### src/rtl/address_table_pkg.sv
// Shared types and helpers for the address learning table and its lookup engine.
package address_table_pkg;
  localparam int NUM_ENTRIES = 16;
  localparam int NUM_PORTS   = 4;
  localparam int PORT_W      = $clog2(NUM_PORTS);

  typedef logic [47:0]          mac_addr_t;
  typedef logic [PORT_W-1:0]    port_id_t;
  typedef logic [NUM_PORTS-1:0] port_mask_t;

  // Bit 40 is the I/G bit of the first octet; broadcast is a group address too.
  function automatic logic is_group_mac(mac_addr_t mac);
    return mac[40];
  endfunction

  function automatic port_mask_t flood_mask(port_id_t src);
    port_mask_t m;
    m      = '1;
    m[src] = 1'b0;
    return m;
  endfunction
endpackage

### src/rtl/address_lookup_compare.sv
// Holds the latched lookup key and compares each entry returned by the table
// read port against it.
module lookup_compare #(
  parameter int NUM_PORTS = 4,
  parameter int PORT_W    = $clog2(NUM_PORTS)
) (
  input  logic              clk,
  input  logic              rst_n,
  input  logic              load,
  input  logic [47:0]       key_mac,
  input  logic [PORT_W-1:0] key_src,
  input  logic              rd_used,
  input  logic [47:0]       rd_mac,
  input  logic [PORT_W-1:0] rd_port,
  output logic              match,
  output logic              port_ok,
  output logic              filter,
  output logic [PORT_W-1:0] src
);
  import address_table_pkg::*;

  mac_addr_t mac_q;

  always_ff @(posedge clk or negedge rst_n) begin
    if (!rst_n) begin
      mac_q <= '0;
      src   <= '0;
    end else if (load) begin
      mac_q <= key_mac;
      src   <= key_src;
    end
  end

  assign match   = rd_used && (rd_mac == mac_q);
  assign port_ok = 32'(rd_port) < 32'(NUM_PORTS);
  assign filter  = rd_port == src;
endmodule

### src/rtl/address_lookup.sv
// Destination MAC lookup: sequential scan of the learning table through a
// one-cycle-latency read port, returning an egress mask and a hit report.
module address_lookup #(
  parameter int NUM_ENTRIES = address_table_pkg::NUM_ENTRIES,
  parameter int NUM_PORTS   = 4,
  parameter int IDX_W       = $clog2(NUM_ENTRIES),
  parameter int PORT_W      = $clog2(NUM_PORTS)
) (
  input  logic                 clk,
  input  logic                 rst_n,
  input  logic                 req_valid,
  output logic                 req_ready,
  input  logic [47:0]          req_dst_mac,
  input  logic [PORT_W-1:0]    req_src_port,
  output logic                 rd_en,
  output logic [IDX_W-1:0]     rd_idx,
  input  logic                 rd_used,
  input  logic [47:0]          rd_mac,
  input  logic [PORT_W-1:0]    rd_port,
  output logic                 resp_valid,
  input  logic                 resp_ready,
  output logic [NUM_PORTS-1:0] resp_port_mask,
  output logic                 resp_hit,
  output logic                 hit_valid,
  output logic [IDX_W-1:0]     hit_idx
);
  import address_table_pkg::*;

  typedef enum logic [1:0] {IDLE, SCAN, RESP} state_t;
  localparam logic [IDX_W-1:0] LAST = IDX_W'(NUM_ENTRIES - 1);

  state_t               state;
  logic                 accept, match, port_ok, filter;
  logic [PORT_W-1:0]    key_src;
  logic                 cmp_vld;
  logic [IDX_W-1:0]     cmp_idx;
  logic [NUM_PORTS-1:0] flood_now, flood_key, hit_mask;

  assign accept    = req_valid && req_ready;
  assign flood_now = ~(NUM_PORTS'(1) << req_src_port);
  assign flood_key = ~(NUM_PORTS'(1) << key_src);
  assign hit_mask  = filter ? '0 : (NUM_PORTS'(1) << rd_port);

  lookup_compare #(.NUM_PORTS(NUM_PORTS), .PORT_W(PORT_W)) u_cmp (
    .clk     (clk),
    .rst_n   (rst_n),
    .load    (accept),
    .key_mac (req_dst_mac),
    .key_src (req_src_port),
    .rd_used (rd_used),
    .rd_mac  (rd_mac),
    .rd_port (rd_port),
    .match   (match),
    .port_ok (port_ok),
    .filter  (filter),
    .src     (key_src)
  );

  always_ff @(posedge clk or negedge rst_n) begin
    if (!rst_n) begin
      state          <= IDLE;
      req_ready      <= 1'b0;
      rd_en          <= 1'b0;
      rd_idx         <= '0;
      cmp_vld        <= 1'b0;
      cmp_idx        <= '0;
      resp_valid     <= 1'b0;
      resp_port_mask <= '0;
      resp_hit       <= 1'b0;
      hit_valid      <= 1'b0;
      hit_idx        <= '0;
    end else begin
      hit_valid <= 1'b0;
      // Read data for the index issued last cycle is on the bus this cycle.
      cmp_vld   <= (state == SCAN) && rd_en;
      cmp_idx   <= rd_idx;
      case (state)
        IDLE: begin
          req_ready <= 1'b1;
          if (accept) begin
            req_ready <= 1'b0;
            if (is_group_mac(req_dst_mac)) begin
              state          <= RESP;
              resp_valid     <= 1'b1;
              resp_port_mask <= flood_now;
              resp_hit       <= 1'b0;
            end else begin
              state  <= SCAN;
              rd_en  <= 1'b1;
              rd_idx <= '0;
            end
          end
        end
        SCAN: begin
          if (rd_en) begin
            if (rd_idx == LAST) rd_en <= 1'b0;
            else                rd_idx <= rd_idx + 1'b1;
          end
          // The read in flight when a match lands is simply dropped.
          if (cmp_vld && match) begin
            state          <= RESP;
            rd_en          <= 1'b0;
            resp_valid     <= 1'b1;
            resp_hit       <= port_ok;
            resp_port_mask <= port_ok ? hit_mask : flood_key;
            hit_valid      <= 1'b1;
            hit_idx        <= cmp_idx;
          end else if (cmp_vld && cmp_idx == LAST) begin
            state          <= RESP;
            rd_en          <= 1'b0;
            resp_valid     <= 1'b1;
            resp_hit       <= 1'b0;
            resp_port_mask <= flood_key;
          end
        end
        RESP: begin
          if (resp_ready) begin
            state          <= IDLE;
            req_ready      <= 1'b1;
            resp_valid     <= 1'b0;
            resp_port_mask <= '0;
            resp_hit       <= 1'b0;
            hit_idx        <= '0;
            rd_idx         <= '0;
          end
        end
        default: state <= IDLE;
      endcase
    end
  end
endmodule

### config.mk
export PLATFORM = sky130hd
export DESIGN_NAME = address_lookup
export DESIGN_NICKNAME = d
export VERILOG_FILES = /design/src/rtl/address_table_pkg.sv /design/src/rtl/address_lookup_compare.sv /design/src/rtl/address_lookup.sv
export SDC_FILE = /design/constraint.sdc
export NUM_CORES = 1
export LEC_CHECK = 0
export ABC_AREA = 1
export CAP_MARGIN = 20
export CORE_MARGIN = 2
export CORE_UTILIZATION = 48
export CTS_CLUSTER_DIAMETER = 40
export CTS_CLUSTER_SIZE = 24
export DETAILED_ROUTE_END_ITERATION = 10
export PLACE_DENSITY_LB_ADDON = 0.25
export SLEW_MARGIN = 20
export SYNTH_ARGS = -nofsm -noshare
export SYNTH_HDL_FRONTEND = slang
export SYNTH_SLANG_ARGS = --single-unit
### constraint.sdc
create_clock -name clk -period 2.1 [get_ports clk]
set_input_delay 0.42 -clock clk [delete_from_list [all_inputs] [get_ports clk]]
set_output_delay 0.42 -clock clk [all_outputs]
set_load 0.02 [all_outputs]
==> results of run 1 <==
==> final timing paths <==
| path | cells after the start | from | slack [ns] | to |
|---|---|---|---|---|
| worst max-delay path | 9 | state[0] | 0.21 | rd_idx[3] |
| worst min-delay path | 1 | rst_n | 0.01 | u_cmp.mac_q[11] |
| worst max register to register | 9 | state[0] | 0.21 | rd_idx[3] |
| worst min register to register | 0 | rd_idx[1] | 0.47 | cmp_idx[1] |
| max in group asynchronous | 2 | rst_n | 1.50 | resp_port_mask[2] |
| min in group clk | 0 | rd_idx[1] | 0.47 | cmp_idx[1] |
==> state kept, by name, indices dropped and copies added (netlist names) <==
register,cells
cmp_idx,4
rd_en,1
rd_idx,4
resp_valid,1
resp_port_mask,4
u_cmp.src,2
hit_valid,1
cmp_vld,1
req_ready,1
hit_idx,4
u_cmp.mac_q,48
state,2
resp_hit,1
==> timing repair <==
action / CTS / global route
resized for setup: 0 / 2
endpoints found under the setup margin: 0 / 2
setup buffers: 0 / 0
==> critical path, delay by kind of cell (launching register included) <==
kind                       cells  cell delay (ns)
buffers and inverters          3             0.45
and+or+nand+nor                2             0.41
DFF                            1             0.40
AOI/OAI and AO/OA              3             0.32
adders and majority gates      1             0.25
==> area by class of cell <==
cell class                      instances  area [µm²]
Sequential cell                        74        1850
Timing Repair Buffer                  132        1320
Multi-Input combinational cell        457        2030
Clock buffer                            9         124
Clock inverter                          7        93.8
Tap cell                              108         135
Fill cell                             780        2770
Inverter                               96         360
==> layer usage <==
layer	share of wire, %	GRT usage, %	routed length (µm)
met5	0	0	0
met3	7.9	6.03	935
met4	1.8	7.06	212
met1	43	35.0	5140
met2	47	41.4	5560
==> logic make-up after synthesis <==
family	after synthesis	synth area share [%]
flops	74	43.3
simple gates	367	34.5
compound gates	72	8.71
fa+ha+maj	5	1.46
xor+xnor	13	2.66
buf+inv	107	9.44
==> layout by cell type (no fill, tap or decap), types with 2 or more instances in the layout <==
master           Yosys  routed
o22ai_1              4       4
nor2_1              64      63
inv_1               93      93
nand2_1            265     265
buf_4                0      10
xor2_1               2       2
ha_1                 5       5
nand3_2              2       2
buf_12               0       2
dfrtp_1             74      74
nand3_1             18      18
inv_2                2       2
nand4_1              6       6
nor2_4               1       2
clkinvlp_4           0       2
clkinv_2             0       2
a21oi_1              6       6
nor2_2               3       3
or2_2                2       2
nand2_2              2       2
clkbuf_8             0       9
o21ai_0             57      57
bufinv_16            0       2
clkdlybuf4s50_1      0     120
o21ai_1              2       2
xnor2_1             11      11
==> report_power, final <==
part | switching (µW) | internal [µW] | leakage, µW
logic | 1830 | 1230 | 0.00198
clock network | 570 | 666 | 0.000105
registers | 380 | 2000 | 0.000928
total | 2780 | 3890 | 0.00301
==> per-stage QoR <==
stage	instances	hold WS [ns]	TNS [ns]	cell area, µm²
finish	883	0.0141	0	5910
global route	883	0.0565	0	5910
CTS	883	0.0380	0	5910
detailed placement	867	0.427	-1.44	5690
global placement	867	0.431	-0.792	5690
floorplan	638	0.124	0	4280
==> run metrics, run 1 <==
Post-CTS Hold Fix Bufs 0; Rows 34; Synth top area share 43.3%; diode count 0; Final Hold Vio Count 0; startpoint types flop; core area 8680 µm²; pre-CTS setup slack -0.166 ns; count of cell types in the netlist 30; maxcap violations 0; Tot GR Track Use 25.6%; critical path arrival 2.19 ns; Async SR Flop Fraction 100%; outcome completed; clock sink count 74; largest buffer count on any clock path 2; largest net degree at the start of global routing 85; Final Wtd Congestion 0.874; prevailing post-synth register cell dfrtp_1; CP Cell Sequence inv_1 -> ha_1 -> inv_1 -> o22ai_1 -> inv_1 -> nand4_2 -> nor2_1 -> o22ai_1 -> a21oi_1; Worst-path clk slew 0.09 ns; #FFs+latches synth 74; minimum clock period 1.89 ns; CTS root buffer clkbuf_8; Initial Utilization 49.3%; number of I/O port buffers 121; slowest stage cell on the critical path dfrtp_1; P_leak 0.00301 µW; Tightest Hold Check Type in -> async; grt ovf 0; Crit Path Category reg -> reg; Ys Warns 0; worst stage delay on the critical path 0.40 ns; number of global-route vias before repair 4183; TritonCTS clock tree yes; Post-Syn Area 4280 µm²; CTS HTree Levels 3; FMAX 0.528 GHz; layout cells sized above 1 5.55%; pwr/cell area 1130 nW/µm²; Final ANT Viol Nets 0; drt first pass iters 5; Max VDD drop 0.000564 V; Slew @ Worst Pin 0.507 ns; wirelength, routed 11900 µm; vias after detailed routing 4351; WL/cell 13.4 µm; Ports 122; final period utilization 90.1%; slew margin rel. 66.2%; top cells by area, synth dfrtp_1, nand2_1, inv_1, o21ai_0, nor2_1; area grow syn2layout 38.1%; Setup violations, final 0; Skew-Pair Late Insertion Delay 0.37 ns; DRT iter0 DRCs 277; EDFF count, synth 0; fin worst setup slack 0.207 ns; post-synthesis instance total 638; initial antenna violation count 0; die area 9690 µm²; Slew Limit Fails 0; Detailed Place HPWL 9290 µm; TritonCTS buffer count 9; final net count 880; Crit. End Element flop; Mapped Nets 748; most common cell in the synthesized netlist nand2_1; cell repeated most along the worst path inv_1; Design Power 6660 µW; Die Height 98.4 µm; sequential element share of the synthesized area 43.3%; Die W 98.4 µm; Max Clock Skew 0.0107 ns; CP Max Fanout 7; RSZ-0062 raised after global routing no; post-synth top area cell dfrtp_1; final core utilization 68.1%; mean post-synth cell area 6.71 µm²; Worst EP required 2.40 ns; Vias/cell 4.93; # DRC 0; first-pass GRT wire length 19500 µm; synth cell count leaders nand2_1, inv_1, dfrtp_1, nor2_1, o21ai_0
Note: power is estimated with default switching activity, not from simulation.
==> inputs of run 2 (changes only) <==
--- a/config.mk
+++ b/config.mk
@@ -8,10 +8,11 @@
 export ABC_AREA = 1
 export CAP_MARGIN = 20
 export CORE_MARGIN = 2
-export CORE_UTILIZATION = 48
+export CORE_UTILIZATION = 60
 export CTS_CLUSTER_DIAMETER = 40
 export CTS_CLUSTER_SIZE = 24
 export DETAILED_ROUTE_END_ITERATION = 10
+export DONT_BUFFER_PORTS = 1
 export PLACE_DENSITY_LB_ADDON = 0.25
 export SLEW_MARGIN = 20
 export SYNTH_ARGS = -nofsm -noshare
==> run metrics, run 2 (synthesis gave the netlist of run 1 again) <==
number of I/O port buffers 0 (-100%); RSZ-0062 raised after global routing no; CTS-repair resized insts 0 (unchanged); wirelength, routed 10400 µm (-12%); WL/cell 14.0 µm (+4.4%); Skew-Pair Late Insertion Delay 0.36 ns (about the same); pre-CTS setup slack 0.262 ns (+0.428 ns); CTS root buffer clkbuf_8; maxcap violations 0 (unchanged); startpoint types flop; diode count 0 (unchanged); outcome finished with violations; largest net degree at the start of global routing 85 (unchanged); Crit Path Category reg -> reg; Initial Utilization 62.7% (+13 points); failing checks negative hold slack; Fin Hold WS -0.252 ns (-0.266 ns); FMAX 0.538 GHz (+1.9%); # DRC 0 (unchanged); Rows 30 (-12%); Worst-path clk slew 0.09 ns (about the same); Largest register FFs 48 (unchanged); die area 7830 µm² (-19%); CTS HTree Levels 3 (unchanged); r2r setup slk 0.24 ns (+0.04 ns); final net count 751 (-15%); CP Cell Sequence inv_1 -> ha_1 -> clkinv_1 -> a21oi_1 -> nand2_1 -> nand2_1 -> o21ai_0; grt ovf 0 (unchanged); Slew Limit Fails 0 (unchanged); number of global-route vias before repair 3667 (-12%); DRT iter0 DRCs 358 (+29%); Max VDD drop 0.000626 V (+11%); Ports 122 (unchanged); Final Hold Vio Count 74 (+74); TritonCTS buffer count 9 (unchanged); Setup violations, final 0 (unchanged); Tot GR Track Use 27.9% (+2.3 points); fin worst setup slack 0.242 ns (+0.0355 ns); most frequent cells in the layout nand2_1, inv_1, dfrtp_1, nor2_1, o21ai_0; Tightest Hold Check Type in -> async; placed cell count 726 (-16%); Worst EP required 2.35 ns (-0.05 ns); first-pass GRT wire length 16600 µm (-15%); layout cells sized above 1 5.11% (-0.44 points); cell repeated most along the worst path nand2_1; Setup Fix Bufs, Post-CTS 0 (unchanged); clock sink count 74 (unchanged); Detailed Place HPWL 8040 µm (-13%); initial antenna violation count 0 (unchanged); area grow syn2layout 7.28%; Setup TNS Final 0 ns (unchanged); Slew @ Worst Pin 0.376 ns (-0.131 ns); Die W 88.5 µm (-10%); Top reg by flops u_cmp.mac_q; minimum clock period 1.86 ns (-0.0355 ns); final core utilization 67.2% (-0.92 points); slowest stage cell on the critical path dfrtp_1; slew margin rel. 74.9% (+8.7 points); Die Height 88.5 µm (-10%); critical path arrival 2.10 ns (-0.09 ns); drt first pass iters 5 (unchanged); Final ANT Viol Nets 0 (unchanged); P_leak 0.00249 µW (-17%); most common cell after layout, fill and taps aside nand2_1; worst stage delay on the critical path 0.42 ns (+0.02 ns); Layout Cells excl Fill 742 (-16%); core area 6830 µm² (-21%); largest buffer count on any clock path 2 (unchanged); pwr/cell area 1320 nW/µm² (+17%); Max Clock Skew 0.0109 ns (+0.000280 ns); TritonCTS clock tree yes; Vias/cell 5.30 (+7.5%); vias after detailed routing 3929 (-9.7%); CP Max Fanout 10 (+3); Crit. End Element flop; final period utilization 88.5% (-1.7 points); Final Wtd Congestion 0.899 (+2.9%)
[run 2: changes by cell type in the layout (fill, tap and decap cells not counted)]
cell	change
buf_12	-1
inv_6	+2
nor2_4	-1
clkinv_2	-1
bufinv_16	-1
buf_4	-8
clkdlybuf4s50_1	-120
nor2_1	+1
[run 2: worst max-delay path, delay by kind of cell (launching register included)]
kind | cells | cell delay (ns)
buffers and inverters | 2 | 0.44
DFF | 1 | 0.42
adders and majority gates | 1 | 0.32
AOI/OAI and AO/OA | 2 | 0.29
and+or+nand+nor | 2 | 0.28
[run 2: path summary, 6_finish.rpt]
path | end | cells past startpoint | startpoint
max in group asynchronous | u_cmp.mac_q[38] | 0 | rst_n
min in group clk | u_cmp.mac_q[28] | 2 | req_dst_mac[28]
hold / removal | u_cmp.mac_q[42] | 0 | rst_n
setup / recovery | hit_idx[2] | 7 | state[1]
hold reg to reg | u_cmp.mac_q[22] | 2 | u_cmp.mac_q[22]
setup reg to reg | hit_idx[2] | 7 | state[1]
[run 2: metal layers]
metal | GRT usage (%) | vias to the layer above | wire length, µm
met5 | 0 | - | 0
met4 | 9.23 | 0 | 176
met3 | 8.40 | 15 | 941
met2 | 43.7 | 161 | 4770
met1 | 37.4 | 1805 | 4510
li1 | - | 1948 | -
[run 2: power breakdown]
part / switching, µW / internal, µW / total [µW]
clock network: 595 / 557 / 1150
logic: 1560 / 851 / 2410
registers: 487 / 1990 / 2480
total: 2640 / 3400 / 6040
[run 2: layout make-up]
type                    instances  area [µm²]
flip-flops and latches         74        1850
clock buffers                   9         124
fillers                       596        2240
repair buffers                  3        35.0
clock inverters                 7        76.3
well taps                      96         120
multi-input cells             457        2020
inverters                      96         360
[run 2: per-stage QoR]
step                instance area, µm²  total power [µW]
floorplan                         4280              4290
global placement                  4390              4780
detailed placement                4390              4890
CTS                               4590              6040
global route                      4590              6560
finish                            4590              6040
==> inputs of run 3 (changes only) <==
--- a/config.mk
+++ b/config.mk
@@ -17,4 +17,5 @@
 export SLEW_MARGIN = 20
 export SYNTH_ARGS = -nofsm -noshare
 export SYNTH_HDL_FRONTEND = slang
+export SYNTH_HIERARCHICAL = 1
 export SYNTH_SLANG_ARGS = --single-unit
==> run metrics, run 3 <==
Max VDD drop 0.00109 V (+75%); grt ovf 0 (unchanged); initial antenna violation count 0 (unchanged); most common cell after layout, fill and taps aside nand2_1; Vias/cell 5.29 (-0.11%); synth cell count leaders nand2_1, inv_1, dfrtp_1, o21ai_0, nor2_1; TritonCTS clock tree yes; Post-DP Area 4120 µm² (-6.2%); maxcap violations 0 (unchanged); Crit Path Category reg -> reg; sequential element share of the synthesized area 45.8% (+2.6 points); vias after detailed routing 3142 (-20%); largest net degree at the start of global routing 75 (-12%); count of cell types in the netlist 32 (+6.7%); DRT iter0 DRCs 152 (-58%); FMAX 0.513 GHz (-4.7%); main combinational cell family by area after synthesis simple AND/OR/NAND/NOR gates; Die Height 86.0 µm (-2.7%); drt first pass iters 4 (-1); post-synth top area cell dfrtp_1; #FFs+latches synth 74 (unchanged); Async SR Flop Fraction 100% (unchanged); Fin Hold WS -0.250 ns (+0.00214 ns); core area 6420 µm² (-6.0%); area grow syn2layout 7.90%; Die W 86.0 µm (-2.7%); Post-Syn Area 4040 µm² (-5.6%); Skew-Pair Late Insertion Delay 0.35 ns (about the same); diode count 0 (unchanged); post-synthesis instance total 505 (-21%); first-pass GRT wire length 14300 µm (-14%); Ys Warns 6 (+6); wirelength, routed 8770 µm (-16%); outcome finished with violations; number of global-route vias before repair 3205 (-13%); critical path arrival 2.24 ns (+0.14 ns); Detailed Place HPWL 6640 µm (-17%); number of I/O port buffers 0 (unchanged); Tightest Hold Check Type in -> async; Final Wtd Congestion 0.820 (-8.8%); Post-Synth XOR/XNOR Area 2.39% (-0.27 points); TritonCTS buffer count 9 (unchanged); internal power 3480 µW (+2.2%); EDFF count, synth 0 (unchanged); M2 GR Usage 41.2% (-2.5 points); M3 GR Usage 7.70% (-0.70 points); share of power burned in registers 41.8% (+0.7 points); Design Power 5770 µW (-4.5%); CP Max Fanout 6 (-4); clock share of power 19.6% (+0.5 points); Switching Fraction 39.8% (-4.0 points); Worst-path clk slew 0.08 ns (about the same); startpoint types flop; post-route cell area 4360 µm² (-5.1%); Rows 29 (-3.3%); final period utilization 92.9% (+4.4 points); Top reg by flops u_cmp/mac_q; Synth top area share 45.8% (+2.6 points); CTS root buffer clkbuf_8; most frequent cells in the layout nand2_1, dfrtp_1, inv_1, o21ai_0, nor2_1; Final ANT Viol Nets 0 (unchanged); RSZ-0062 raised after global routing yes; GRT Max-Usage Layer met2; Worst EP required 2.39 ns (+0.04 ns); largest buffer count on any clock path 2 (unchanged); pwr/cell area 1320 nW/µm² (+0.63%); most common cell in the synthesized netlist nand2_1; top cells by area, synth dfrtp_1, nand2_1, o21ai_0, inv_1, mux2_4; Initial Utilization 62.9% (+0.23 points); P_leak 0.00223 µW (-10%); combinational share of power 38.6% (-1.3 points); Crit. End Element flop; complex-gate fraction of the synthesized area 10.5% (+1.8 points); Adder-Cell Fraction of Synth Area 1.55% (+0.087 points); Ports 122 (unchanged); multiplexer share of the synthesized area 6.97% (+7.0 points); minimum clock period 1.95 ns (+0.0925 ns); clock sink count 74 (unchanged); Tot GR Track Use 24.9% (-3.0 points); GR Layer Usage met1 29.7% (-7.7 points); # DRC 0 (unchanged); failing checks negative hold slack; switching power 2300 µW (-13%); final net count 622 (-17%); WL/cell 14.8 µm (+5.4%); Final Hold Vio Count 74 (unchanged); Largest register FFs 48 (unchanged); prevailing post-synth register cell dfrtp_1; mean post-synth cell area 8.00 µm² (+19%); final core utilization 67.9% (+0.64 points); CTS HTree Levels 3 (unchanged); Max Clock Skew 0.00712 ns (-0.00382 ns); Mapped Nets 615 (-18%); die area 7400 µm² (-5.4%); layout cells sized above 1 13.3% (+8.2 points); Slew Limit Fails 0 (unchanged); Setup TNS Final 0 ns (unchanged); post-synthesis simple-gate area fraction 23.4% (-11 points); Setup violations, final 0 (unchanged)
==> run 3: worst paths after layout <==
check / slack [ns] / cells after the start / from / to
max: 0.15 / 12 / u_cmp/mac_q[40] / resp_hit
min: -0.25 / 0 / rst_n / u_cmp/mac_q[33]
max reg2reg: 0.15 / 12 / u_cmp/mac_q[40] / resp_hit
min reg2reg: 0.51 / 2 / cmp_idx[1] / hit_idx[1]
max in group asynchronous: 2.23 / 0 / rst_n / u_cmp/mac_q[8]
min in group clk: 0.19 / 2 / req_dst_mac[3] / u_cmp/mac_q[3]
==> run 3: area by class of cell <==
cell class | instances | area (µm²)
Tap cell | 77 | 96.3
Clock inverter | 6 | 65.1
Timing Repair Buffer | 7 | 81.3
Clock buffer | 10 | 138
Sequential cell | 74 | 1850
Inverter | 79 | 297
Fill cell | 517 | 2060
Multi-Input combinational cell | 341 | 1830
==> run 3: cell families after synthesis <==
logic type | count (synthesis)
compound gates | 78
xor+xnor | 11
fa+ha+maj | 5
buf+inv | 90
flops | 74
mux | 19
other cells | 1
simple gates | 227
==> run 3: power groups by stage <==
stage	registers [µW]	clock network [µW]	logic (µW)
after floorplan	2340	0	1810
after global placement	2420	0	2080
after detailed placement	2440	0	2190
after CTS	2410	1160	2190
after global routing	2480	1210	2530
final	2410	1130	2230
==> run 3: per-layer routing <==
metal,wire length [µm],share of wire (%)
met1,3530,40
met2,4300,49
met3,723,8.2
met4,219,2.5
met5,0,0
==> run 3: critical path: stages, from the launching register on <==
cell,delay (ns)
dfrtp_1,0.40
xnor2_1,0.19
nand3_1,0.18
nor2_2,0.14
nand3_1,0.09
nor2_2,0.15
buf_6,0.12
a21oi_4,0.06
o21ai_4,0.09
nand3_2,0.13
nor2_4,0.18
nand2_1,0.08
nand2_1,0.06
==> run 3: metrics by stage <==
stage	instances	worst slack (ns)
6_report	594	0.150
3_3_place_gp	576	0.227
4_1_cts	592	0.121
3_5_place_dp	576	0.108
2_1_floorplan	505	0.307
5_1_grt	594	-0.00829
==> run 3: what timing repair did <==
item,CTS,global route
hold endpoints to repair,74,74
resized for setup,0,8
setup endpoints to repair,0,6
buffers inserted,0,2
